[src/rtl/multipack_pkg.sv]
// rtl/multipack_pkg.sv - shared defaults, lane/bank/store types and slice helpers
// Purpose: common definitions for the multipack lane-gather buffer.
// Contents: default geometry, lane_t/bank_t/store_t, slice legality check,
//           mask popcount and all-ones helpers.
package multipack_pkg;

  localparam int DEF_LANE_W = 3;
  localparam int DEF_LANES  = 4;
  localparam int DEF_BANKS  = 2;

  typedef logic [DEF_LANE_W-1:0] lane_t;
  typedef lane_t [DEF_LANES-1:0] bank_t;
  typedef bank_t [DEF_BANKS-1:0] store_t;

  // Ascending slices must end inside the bank; descending slices must not
  // run below lane 0 (MSB lane sits at base).
  function automatic logic slice_legal(input int base, input int len,
                                       input logic dir, input int lanes);
    if (dir) return (len <= base + 1);
    else     return (base + len <= lanes);
  endfunction

  function automatic int popcount(input logic [DEF_LANES-1:0] m);
    int n;
    n = 0;
    for (int i = 0; i < DEF_LANES; i++) n += int'(m[i]);
    return n;
  endfunction

  function automatic logic all_ones(input logic [DEF_LANES-1:0] m);
    return (popcount(m) == DEF_LANES);
  endfunction

endpackage

[src/rtl/multipack_gather_if.sv]
// rtl/multipack_gather_if.sv - lane write port and frame output port bundle
// Purpose: groups the producer-side slice write handshake and the
//          consumer-side frame handshake.
// Modports: master = producer/consumer side, slave = the gather buffer.
interface multipack_gather_if
  import multipack_pkg::*;
#(
  parameter int LANE_W = DEF_LANE_W,
  parameter int LANES  = DEF_LANES,
  parameter int BANKS  = DEF_BANKS,
  parameter int BW     = (BANKS > 1) ? $clog2(BANKS) : 1,
  parameter int LW     = $clog2(LANES),
  parameter int NW     = $clog2(LANES + 1)
) ();

  logic                            in_valid;
  logic                            in_ready;
  logic [BW-1:0]                   in_bank;
  logic [LW-1:0]                   in_base;
  logic [NW-1:0]                   in_len;
  logic                            in_dir;
  logic [LANES-1:0][LANE_W-1:0]    in_data;
  logic                            in_err;
  logic                            out_valid;
  logic                            out_ready;
  logic [BW-1:0]                   out_bank;
  logic [LANES-1:0][LANE_W-1:0]    out_data;
  logic [15:0]                     out_count;

  modport master (
    output in_valid, in_bank, in_base, in_len, in_dir, in_data, out_ready,
    input  in_ready, in_err, out_valid, out_bank, out_data, out_count
  );

  modport slave (
    input  in_valid, in_bank, in_base, in_len, in_dir, in_data, out_ready,
    output in_ready, in_err, out_valid, out_bank, out_data, out_count
  );

endinterface

[src/rtl/multipack_bank.sv]
// rtl/multipack_bank.sv - one bank: lane data, written mask, full flag
// Purpose: decodes a pre-validated slice write into lane updates and tracks
//          when every lane has been written.
// Ports: clk, rst_n; wr_en/wr_base/wr_len/wr_dir/wr_data (legal write);
//        pop clears the bank; data/full report bank state.
module multipack_bank
  import multipack_pkg::*;
#(
  parameter int LANE_W = DEF_LANE_W,
  parameter int LANES  = DEF_LANES,
  parameter int LW     = $clog2(LANES),
  parameter int NW     = $clog2(LANES + 1)
) (
  input  logic                         clk,
  input  logic                         rst_n,
  input  logic                         wr_en,
  input  logic [LW-1:0]                wr_base,
  input  logic [NW-1:0]                wr_len,
  input  logic                         wr_dir,
  input  logic [LANES-1:0][LANE_W-1:0] wr_data,
  input  logic                         pop,
  output logic [LANES-1:0][LANE_W-1:0] data,
  output logic                         full
);

  logic [LANES-1:0][LANE_W-1:0] data_q, data_d;
  logic [LANES-1:0]             mask_q, mask_d;
  logic                         full_q, full_d;
  int                           lo;
  int                           hi;

  always_comb begin
    data_d = data_q;
    mask_d = mask_q;
    // Full follows the completed mask by one edge.
    full_d = full_q | (&mask_q);
    // Both directions reduce to a contiguous lane range [lo, hi] fed from
    // input lane 0 upward.
    lo = wr_dir ? (int'(wr_base) - int'(wr_len) + 1) : int'(wr_base);
    hi = lo + int'(wr_len) - 1;
    if (pop) begin
      data_d = '0;
      mask_d = '0;
      full_d = 1'b0;
    end else if (wr_en) begin
      for (int l = 0; l < LANES; l++) begin
        if (l >= lo && l <= hi) begin
          data_d[l] = wr_data[LW'(l - lo)];
          mask_d[l] = 1'b1;
        end
      end
    end
  end

  always_ff @(posedge clk or negedge rst_n) begin
    if (!rst_n) begin
      data_q <= '0;
      mask_q <= '0;
      full_q <= 1'b0;
    end else begin
      data_q <= data_d;
      mask_q <= mask_d;
      full_q <= full_d;
    end
  end

  assign data = data_q;
  assign full = full_q;

endmodule

[src/rtl/multipack_gather.sv]
// rtl/multipack_gather.sv - lane-gather buffer top: banks, arbiter, counter
// Purpose: accepts lane slices into BANKS banks and offers each full bank as
//          one frame, round-robin between full banks.
// Ports: clk, rst_n (async active-low); bus = multipack_gather_if.slave.
module multipack_gather
  import multipack_pkg::*;
#(
  parameter int LANE_W = DEF_LANE_W,
  parameter int LANES  = DEF_LANES,
  parameter int BANKS  = DEF_BANKS,
  parameter int BW     = (BANKS > 1) ? $clog2(BANKS) : 1,
  parameter int LW     = $clog2(LANES),
  parameter int NW     = $clog2(LANES + 1)
) (
  input  logic               clk,
  input  logic               rst_n,
  multipack_gather_if.slave  bus
);

  logic [BANKS-1:0][LANES-1:0][LANE_W-1:0] bank_data;
  logic [BANKS-1:0]                        bank_full;
  logic [BANKS-1:0]                        bank_wr;
  logic [BANKS-1:0]                        bank_pop;

  logic          bank_ok, legal, accept, pop, found;
  logic [BW-1:0] idx, search_bank, out_bank;
  logic [BW-1:0] rr_q, rr_d, sel_bank_q, sel_bank_d;
  logic          sel_valid_q, sel_valid_d;
  logic          in_err_q, in_err_d;
  logic [15:0]   out_count_q, out_count_d;

  // A bank index past BANKS-1 never stalls; the write is flagged as an error.
  assign bank_ok      = (int'(bus.in_bank) < BANKS);
  assign bus.in_ready = bank_ok ? !bank_full[bus.in_bank] : 1'b1;
  assign legal        = bank_ok && slice_legal(int'(bus.in_base), int'(bus.in_len),
                                               bus.in_dir, LANES);
  assign accept       = bus.in_valid && bus.in_ready;

  for (genvar b = 0; b < BANKS; b++) begin : g_bank
    assign bank_wr[b]  = accept && legal && (bus.in_bank == BW'(b));
    assign bank_pop[b] = pop && (out_bank == BW'(b));

    multipack_bank #(
      .LANE_W (LANE_W),
      .LANES  (LANES),
      .LW     (LW),
      .NW     (NW)
    ) u_bank (
      .clk     (clk),
      .rst_n   (rst_n),
      .wr_en   (bank_wr[b]),
      .wr_base (bus.in_base),
      .wr_len  (bus.in_len),
      .wr_dir  (bus.in_dir),
      .wr_data (bus.in_data),
      .pop     (bank_pop[b]),
      .data    (bank_data[b]),
      .full    (bank_full[b])
    );
  end

  // First full bank at or after rr, wrapping.
  always_comb begin
    search_bank = '0;
    found       = 1'b0;
    idx         = '0;
    for (int i = 0; i < BANKS; i++) begin
      idx = BW'((int'(rr_q) + i) % BANKS);
      if (!found && bank_full[idx]) begin
        search_bank = idx;
        found       = 1'b1;
      end
    end
  end

  // A bank already offered keeps the port until popped, even if a bank
  // closer to rr fills meanwhile.
  assign out_bank      = sel_valid_q ? sel_bank_q : search_bank;
  assign bus.out_bank  = out_bank;
  assign bus.out_valid = |bank_full;
  assign bus.out_data  = bank_data[out_bank];
  assign bus.out_count = out_count_q;
  assign bus.in_err    = in_err_q;
  assign pop           = bus.out_valid && bus.out_ready;

  always_comb begin
    rr_d        = rr_q;
    out_count_d = out_count_q;
    sel_valid_d = bus.out_valid && !bus.out_ready;
    sel_bank_d  = out_bank;
    in_err_d    = accept && !legal;
    if (pop) begin
      rr_d        = (int'(out_bank) == BANKS - 1) ? '0 : out_bank + 1'b1;
      out_count_d = out_count_q + 16'd1;
    end
  end

  always_ff @(posedge clk or negedge rst_n) begin
    if (!rst_n) begin
      rr_q        <= '0;
      sel_bank_q  <= '0;
      sel_valid_q <= 1'b0;
      in_err_q    <= 1'b0;
      out_count_q <= '0;
    end else begin
      rr_q        <= rr_d;
      sel_bank_q  <= sel_bank_d;
      sel_valid_q <= sel_valid_d;
      in_err_q    <= in_err_d;
      out_count_q <= out_count_d;
    end
  end

endmodule

[src/flat_wrapper.sv]
// flat-port wrapper written by rule: the top's interface ports become plain ports
module multipack_gather_flat import multipack_pkg::*;
#(
  parameter int LANE_W = DEF_LANE_W,
  parameter int LANES  = DEF_LANES,
  parameter int BANKS  = DEF_BANKS,
  parameter int BW     = (BANKS > 1) ? $clog2(BANKS) : 1,
  parameter int LW     = $clog2(LANES),
  parameter int NW     = $clog2(LANES + 1)
)
  (clk, rst_n, bus_in_valid, bus_in_bank, bus_in_base, bus_in_len, bus_in_dir, bus_in_data, bus_out_ready, bus_in_ready, bus_in_err, bus_out_valid, bus_out_bank, bus_out_data, bus_out_count);
  multipack_gather_if #(.LANE_W(LANE_W), .LANES(LANES), .BANKS(BANKS), .BW(BW), .LW(LW), .NW(NW)) bus_i ();
  input  logic clk;
  input  logic rst_n;
  input wire logic [$bits(bus_i.in_valid)-1:0] bus_in_valid;
  input wire logic [$bits(bus_i.in_bank)-1:0] bus_in_bank;
  input wire logic [$bits(bus_i.in_base)-1:0] bus_in_base;
  input wire logic [$bits(bus_i.in_len)-1:0] bus_in_len;
  input wire logic [$bits(bus_i.in_dir)-1:0] bus_in_dir;
  input wire logic [$bits(bus_i.in_data)-1:0] bus_in_data;
  input wire logic [$bits(bus_i.out_ready)-1:0] bus_out_ready;
  output wire logic [$bits(bus_i.in_ready)-1:0] bus_in_ready;
  output wire logic [$bits(bus_i.in_err)-1:0] bus_in_err;
  output wire logic [$bits(bus_i.out_valid)-1:0] bus_out_valid;
  output wire logic [$bits(bus_i.out_bank)-1:0] bus_out_bank;
  output wire logic [$bits(bus_i.out_data)-1:0] bus_out_data;
  output wire logic [$bits(bus_i.out_count)-1:0] bus_out_count;
  assign bus_i.in_valid = bus_in_valid;
  assign bus_i.in_bank = bus_in_bank;
  assign bus_i.in_base = bus_in_base;
  assign bus_i.in_len = bus_in_len;
  assign bus_i.in_dir = bus_in_dir;
  assign bus_i.in_data = bus_in_data;
  assign bus_i.out_ready = bus_out_ready;
  assign bus_in_ready = bus_i.in_ready;
  assign bus_in_err = bus_i.in_err;
  assign bus_out_valid = bus_i.out_valid;
  assign bus_out_bank = bus_i.out_bank;
  assign bus_out_data = bus_i.out_data;
  assign bus_out_count = bus_i.out_count;
  multipack_gather #(.LANE_W(LANE_W), .LANES(LANES), .BANKS(BANKS), .BW(BW), .LW(LW), .NW(NW)) u_core (.clk(clk), .rst_n(rst_n), .bus(bus_i));
endmodule
[config.mk]
export PLATFORM = sky130hd
export DESIGN_NAME = multipack_gather_flat
export DESIGN_NICKNAME = d
export VERILOG_FILES = /design/src/rtl/multipack_pkg.sv /design/src/rtl/multipack_gather_if.sv /design/src/rtl/multipack_bank.sv /design/src/rtl/multipack_gather.sv /design/src/flat_wrapper.sv
export SDC_FILE = /design/constraint.sdc
export NUM_CORES = 1
export LEC_CHECK = 0
export BUFFER_PORTS_ARGS = -buffer_cell sky130_fd_sc_hd__buf_2
export CAP_MARGIN = 20
export CORE_UTILIZATION = 40
export DETAILED_ROUTE_END_ITERATION = 10
export GPL_ROUTABILITY_DRIVEN = 0
export PLACE_DENSITY = 0.63
export SYNTH_ARGS = -nofsm -noshare
export SYNTH_HDL_FRONTEND = slang
export SYNTH_SLANG_ARGS = --single-unit
[constraint.sdc]
create_clock -name clk -period 4.9 [get_ports clk]
set_input_delay 0.735 -clock clk [delete_from_list [all_inputs] [get_ports clk]]
set_output_delay 0.735 -clock clk [all_outputs]
set_load 0.02 [all_outputs]
Word-level counts from Yosys, hierarchy flattened
Cells that the tools add are included.
- reductions and logical operators: 39
- mux-type cells: 45
- bitwise logic cells: 4
- add/sub/neg operators: 13
- magnitude comparators: 18
- operators with widths (operator ; count):
    12-bit 2-to-1 mux ; 6
    3-bit by 32-bit greater-or-equal comparator with 1-bit output, first input constant ; 2
    3-bit by 32-bit <= comparator with 1-bit output, first input constant ; 2
    3-bit 2-to-1 mux ; 12
    32-bit by 4-bit adder with 32-bit output ; 1
    1-bit by 32-bit greater-or-equal comparator with 1-bit output, first input constant ; 1
    2-bit by 32-bit greater-or-equal comparator with 1-bit output, first input constant ; 1
    1-bit by 32-bit <= comparator with 1-bit output, first input constant ; 1
    2-bit by 32-bit <= comparator with 1-bit output, first input constant ; 1
    32-bit by 4-bit <= comparator with 1-bit output, second input constant ; 1
    4-bit by 32-bit <= comparator with 1-bit output ; 1
    32-bit 2-to-1 mux ; 1
    32-bit by 2-bit subtractor with 32-bit output, second input constant ; 1
    3-bit binary-select mux with 2-bit select ; 4
    2-bit nonzero test ; 10
    1-bit 2-to-1 mux ; 18
    16-bit by 1-bit adder with 16-bit output, second input constant ; 1
    2-bit by 4-bit less-than comparator with 1-bit output, second input constant ; 4
    4-bit 2-to-1 mux ; 4
    2-bit AND reduction ; 8
    1-bit logical AND ; 14
    1-bit by 2-bit less-than comparator with 1-bit output, second input constant ; 4
    4-bit AND reduction ; 2
    4-bit by 2-bit adder with 5-bit output, second input constant ; 1
    10 further kinds ; 18
- input bits: 23
- output and inout bits: 32
- register bits after elaboration: 54
- word-level logic and storage cells: 142

Longest topological paths before layout
- depth in word-level cells: 11
- depth in mapped cells: 18
- depth with buffers taken out: 18

Modules after synthesis
Synthesis repeated with hierarchy kept, for this count alone.
- cell total of the unflattened synthesis: 472
- area, all modules: 4742.0 um^2
- by module, submodules not included (module ; seq. area each (um^2) ; area each (um^2) ; cells each ; instances):
    multipack_bank (u_core.g_bank[0].u_bank) ; 425.4 ; 1765.4 ; 179 ; 1
    multipack_bank (u_core.g_bank[1].u_bank) ; 425.4 ; 1696.6 ; 178 ; 1
    multipack_gather ; 500.5 ; 1280.0 ; 115 ; 1

Worst setup path before layout
OpenSTA, ideal clock, no wires.
- path kind: input-to-reg
- start point: input bus_in_base[0]
- end point: register u_core.g_bank[1].u_bank.data_q (netlist bit u_core.g_bank[1].u_bank.data[0])
- path buffers: 1
- stages on the path: 18
- required time: 4821 ps
- setup time: 79 ps
- path slack: 86 ps
- arrival time: 4734 ps
- cells stage by stage: inv_1 > ha_1 > inv_1 > fa_1 > ha_1 > mux2i_1 > clkbuf_1 > ha_1 > inv_1 > ha_1 > inv_1 > fa_1 > nand2b_1 > a21oi_1 > o21ai_0 > or4_4 > nor2_1 > mux2i_1
- word-level cells in the longest chain between the ends: 10
- elaborated cells between the ends (all ways): 25
- those cells by class: 7 x add/sub; 4 x order compare; 8 x mux; 6 x reduce/logical
- ends and longest elaborated chain (element ; RTL line ; RTL):
    start: declaration ; flat_wrapper.sv:17 ; input wire logic [$bits(bus_i.in_base)-1:0] bus_in_base;
    parallel branches: the longest is 10 deep, another holds 32-bit by 4-bit adder with 32-bit output ; -- ;
    end signal: assignment ; multipack_bank.sv:61 ; data_q <= data_d;
    end: declaration ; multipack_bank.sv:26 ; logic [LANES-1:0][LANE_W-1:0] data_q, data_d;
Several ways; the timed one is not identified. The select of a mux whose other input is x is not followed.
A chain may end at the register's enable or synchronous reset.

Worst setup path in the final report
- start point: input bus_in_base[0]
- end point: register u_core.g_bank[0].u_bank.data_q (netlist bit u_core.g_bank[0].u_bank.data[7])
- word-level cells in the longest chain between the ends: 10
- elaborated cells between the ends (all ways): 25
- those cells by class: 7 x add/sub; 4 x order compare; 8 x mux; 6 x reduce/logical
- ends and longest elaborated chain (element ; RTL line):
    parallel branches: the longest is 10 deep, another holds 32-bit by 4-bit adder with 32-bit output ; --
    end signal: assignment ; multipack_bank.sv:61
    end: declaration ; multipack_bank.sv:26
Several ways; the timed one is not identified. The select of a mux whose other input is x is not followed.

==> impl_summary.log <==
[metrics] Final Worst Setup Slack: about 400 ps
[metrics] critical path startpoint category: input pin
[metrics] Max clock buf depth: 2
[metrics] Syn-to-layout area delta: 13.6%
[metrics] Worst Skew: 3.15 ps
[metrics] most used routing layer in global routing: met2
[metrics] Gates resized, CTS repair: 0
[metrics] share of post-route cells with drive strength above 1: 0.238
[metrics] power density of the placed cells: between 400 and 500 nW/um^2
[metrics] wire length after detailed routing: 7790 um
[metrics] Global Route met3 Usage: 0.0245
[metrics] final critical delay including setup and external delays: between 4000 and 5000 ps
[metrics] Final Cycle Share: 0.917
[metrics] floorplan die area: 9430 sq um
[metrics] post-DP HPWL: between 5000 and 6000 um
[metrics] pre-CTS setup slack: 90.6 ps
[metrics] root buffer cell: sky130_fd_sc_hd__clkbuf_8
[metrics] Post-synth ARST share: 1.00
[metrics] number of cells in the finished layout apart from fillers: 524
[metrics] Chip Height: between 90 and 100 um
[metrics] later-pin clock latency in the skew report: 290 ps
[metrics] Synth Net Count: 408
[metrics] post-synthesis area per instance: around 10 sq um
[metrics] required time at the endpoint of the critical path: 5120 ps
[metrics] total DRC errors in the routed layout: 0
[metrics] number of nets with antenna violations after routing: 0
[metrics] Min-Delay Path Class: register to register
[metrics] Post-Synthesis Cell Area: around 3600 sq um
[metrics] number of clock buffers inserted by TritonCTS: 5
[metrics] cell leakage power: 2.02 nW
[metrics] effective utilization at floorplan: 0.415
[metrics] largest voltage drop on the vdd net: 0.134 mV
[metrics] type of destination of the critical path: register
[metrics] first-pass GRT wire length: 13,200 um
[metrics] register bit total from synthesis: 54
[metrics] total via count in the routed design: between 2,000 and 3,000
[metrics] Final Setup Violations: 0
[metrics] count of maximum capacitance violations: 0
[metrics] Crit path arrival time: 4720 ps
[metrics] GRT met2 Usage: 0.299
[metrics] setup fix buffers added after clock tree synthesis: 0
[metrics] CTS hold repair buffers: 0
[metrics] vias per cell: around 5.4
[metrics] area of placed instances: 4010 sq um
[metrics] H-tree level count: 2
[metrics] commonest non-fill, non-tap cells in the layout: 69 x sky130_fd_sc_hd__nand2_1, 54 x sky130_fd_sc_hd__buf_2, 54 x sky130_fd_sc_hd__dfrtp_1, 29 x sky130_fd_sc_hd__mux2i_1, 28 x sky130_fd_sc_hd__inv_1
[metrics] number of synthesized flops with an enable pin: 0
[metrics] 1st-iter DRT viols: 93
[metrics] antenna violations before repair: 0
[metrics] post-synthesis cell type count: 49
[metrics] largest net degree at the start of global routing: 55
[metrics] TNS Setup: 0 ps
[metrics] worst max-slew margin expressed relative to the limit: 0.294
[metrics] Post-Layout Inst Area: slightly above 4000 sq um
[metrics] synthesized instance count: 360
[metrics] Core Footprint: ~8700 sq um
[metrics] share of synthesized area occupied by flip-flops and latches: 0.374
[metrics] minimum hold slack: 466 ps
[metrics] I/O pin count: 55
[metrics] IO buf count: 54
[metrics] Max Slew Vio Count: 0
[metrics] cell count after placement: 516
[metrics] type of the worst setup path: input pin to register
[metrics] Yosys warning count: 0
[metrics] number of global-route vias before repair: 2,839
[metrics] maximum operating frequency: 222 MHz
[metrics] Layout Nets: 464
[metrics] mean routed wirelength per cell: roughly 15 um
[metrics] GR Layer Usage met1: 0.227
[metrics] length of the first detailed-routing pass in iterations: 4
[metrics] final antenna diode count: 0
[metrics] final hold violation count: 0
[metrics] Overflow after GRT: 0
[metrics] CTS tree: built
[metrics] result of the run: finished, final reports clean
[metrics] largest fanout on the critical path: 5
[metrics] Top FF cell, synth: sky130_fd_sc_hd__dfrtp_1
[metrics] clock transition at the register clock pins on the worst setup and hold paths after CTS: 90 ps
[metrics] combined global-route utilization of all metal layers: 0.172
[metrics] transition at the pin with the smallest max-transition slack: 1060 ps
[metrics] overall die width: 97.1 um
[metrics] leading cell type in the layout, fill and taps excluded: sky130_fd_sc_hd__nand2_1
[metrics] setup repair after global routing missed its margin: false
[metrics] clock sink count: 54
[metrics] row count: 34
critical path, cell delays in order:
cell and delay [ps]:
sky130_fd_sc_hd__buf_2 130, sky130_fd_sc_hd__inv_1 80, sky130_fd_sc_hd__ha_1 150, sky130_fd_sc_hd__inv_1 50
sky130_fd_sc_hd__fa_1 490, sky130_fd_sc_hd__ha_1 280, sky130_fd_sc_hd__xnor2_1 270, sky130_fd_sc_hd__nand2_1 90
sky130_fd_sc_hd__ha_1 340, sky130_fd_sc_hd__inv_1 60, sky130_fd_sc_hd__ha_1 280, sky130_fd_sc_hd__a21o_1 200
sky130_fd_sc_hd__a21oi_1 180, sky130_fd_sc_hd__fa_1 430, sky130_fd_sc_hd__nand4b_1 150, sky130_fd_sc_hd__or3_1 130
sky130_fd_sc_hd__o311ai_1 130, sky130_fd_sc_hd__nor2_2 320, sky130_fd_sc_hd__mux2i_1 220
cell type report:
| class | instances | area (sq um) |
|---|---|---|
| clock buffer | 6 | 72.6 |
| sequential | 54 | 1350 |
| timing repair buffer | 61 | 330 |
| clock inverter | 1 | 7.51 |
| tap | 108 | 135 |
| fill | 807 | 4610 |
| multi-input combinational | 266 | 2110 |
| inverter | 28 | 105 |
cell usage after synthesis, types with 4 or more instances:
cell type,count,area (sq um)
sky130_fd_sc_hd__nand2_1,69,259
sky130_fd_sc_hd__dfrtp_1,54,1350
sky130_fd_sc_hd__mux2i_1,29,290
sky130_fd_sc_hd__inv_1,28,105
sky130_fd_sc_hd__ha_1,21,263
sky130_fd_sc_hd__xnor2_1,14,123
sky130_fd_sc_hd__mux2_2,12,135
sky130_fd_sc_hd__nor2b_1,10,62.6
sky130_fd_sc_hd__clkbuf_1,9,33.8
sky130_fd_sc_hd__mux4_2,9,203
sky130_fd_sc_hd__o21a_1,9,67.6
sky130_fd_sc_hd__a21oi_1,8,40.0
sky130_fd_sc_hd__nor2_1,8,30.0
sky130_fd_sc_hd__a211oi_1,6,45.0
sky130_fd_sc_hd__nand3_1,6,30.0
sky130_fd_sc_hd__xor2_1,6,52.6
sky130_fd_sc_hd__and3_1,5,31.3
sky130_fd_sc_hd__o21ai_0,5,25.0
sky130_fd_sc_hd__a21o_1,4,30.0
sky130_fd_sc_hd__fa_1,4,80.1
worst paths after layout:
path / start / to / slack, ps / depth (start not counted)
min in group asynchronous: rst_n / u_core.bus.out_count[0]$_DFFE_PN0P_ / 560 / 2
setup / recovery: bus_in_base[0] / u_core.g_bank[0].u_bank.data[7]$_DFFE_PN0P_ / 400 / 19
hold reg to reg: u_core.bus.out_count[15]$_DFFE_PN0P_ / u_core.bus.out_count[15]$_DFFE_PN0P_ / 470 / 1
hold / removal: u_core.bus.out_count[15]$_DFFE_PN0P_ / u_core.bus.out_count[15]$_DFFE_PN0P_ / 470 / 1
setup reg to reg: u_core.g_bank[1].u_bank.full$_DFF_PN0_ / u_core.g_bank[0].u_bank.data[11]$_DFFE_PN0P_ / 2770 / 5
max in group asynchronous: rst_n / u_core.g_bank[1].u_bank.data[3]$_DFFE_PN0P_ / 3880 / 2
per-layer routing:
metal | share of wire | routed length (um)
met5 | 0 | 0
met4 | 0.0090 | 70
met3 | 0.031 | 242
met2 | 0.49 | 3800
met1 | 0.47 | 3680
stage by stage:
| stage | power (mW) | util |
|---|---|---|
| 2_1_floorplan | 1.22 | - |
| 3_3_place_gp | 1.43 | 0.460 |
| 3_5_place_dp | 1.45 | 0.460 |
| 4_1_cts | 1.70 | 0.469 |
| 5_1_grt | 1.81 | 0.471 |
| 6_report | 1.67 | 0.471 |
cell families (layout without fill, tap and decap cells):
| group | Yosys count | after routing | share of synthesized area |
|---|---|---|---|
| DFF | 54 | 54 | 0.374 |
| adders and majority gates | 25 | 25 | 0.0948 |
| buffers and inverters | 40 | 96 | 0.0439 |
| xor gates and xnor gates | 20 | 20 | 0.0484 |
| muxes | 51 | 51 | 0.177 |
| AOI/OAI and AO/OA | 47 | 47 | 0.0910 |
| and+or+nand+nor | 123 | 123 | 0.171 |
state kept, by name (all words and copies together) (netlist names):
signal / cells
u_core.bus.in_err: 1
u_core.bus.out_count: 16
u_core.g_bank.u_bank.data: 24
u_core.g_bank.u_bank.full: 2
u_core.g_bank.u_bank.mask_q: 8
u_core.rr_q: 1
u_core.sel_bank_q: 1
u_core.sel_valid_q: 1
report_power, final:
part | switching (mW) | internal [mW] | total [mW]
logic | 0.430 | 0.327 | 0.757
registers | 0.0967 | 0.587 | 0.683
clock network | 0.135 | 0.0983 | 0.233
total | 0.662 | 1.01 | 1.67
(Power assumes the default switching activity.)
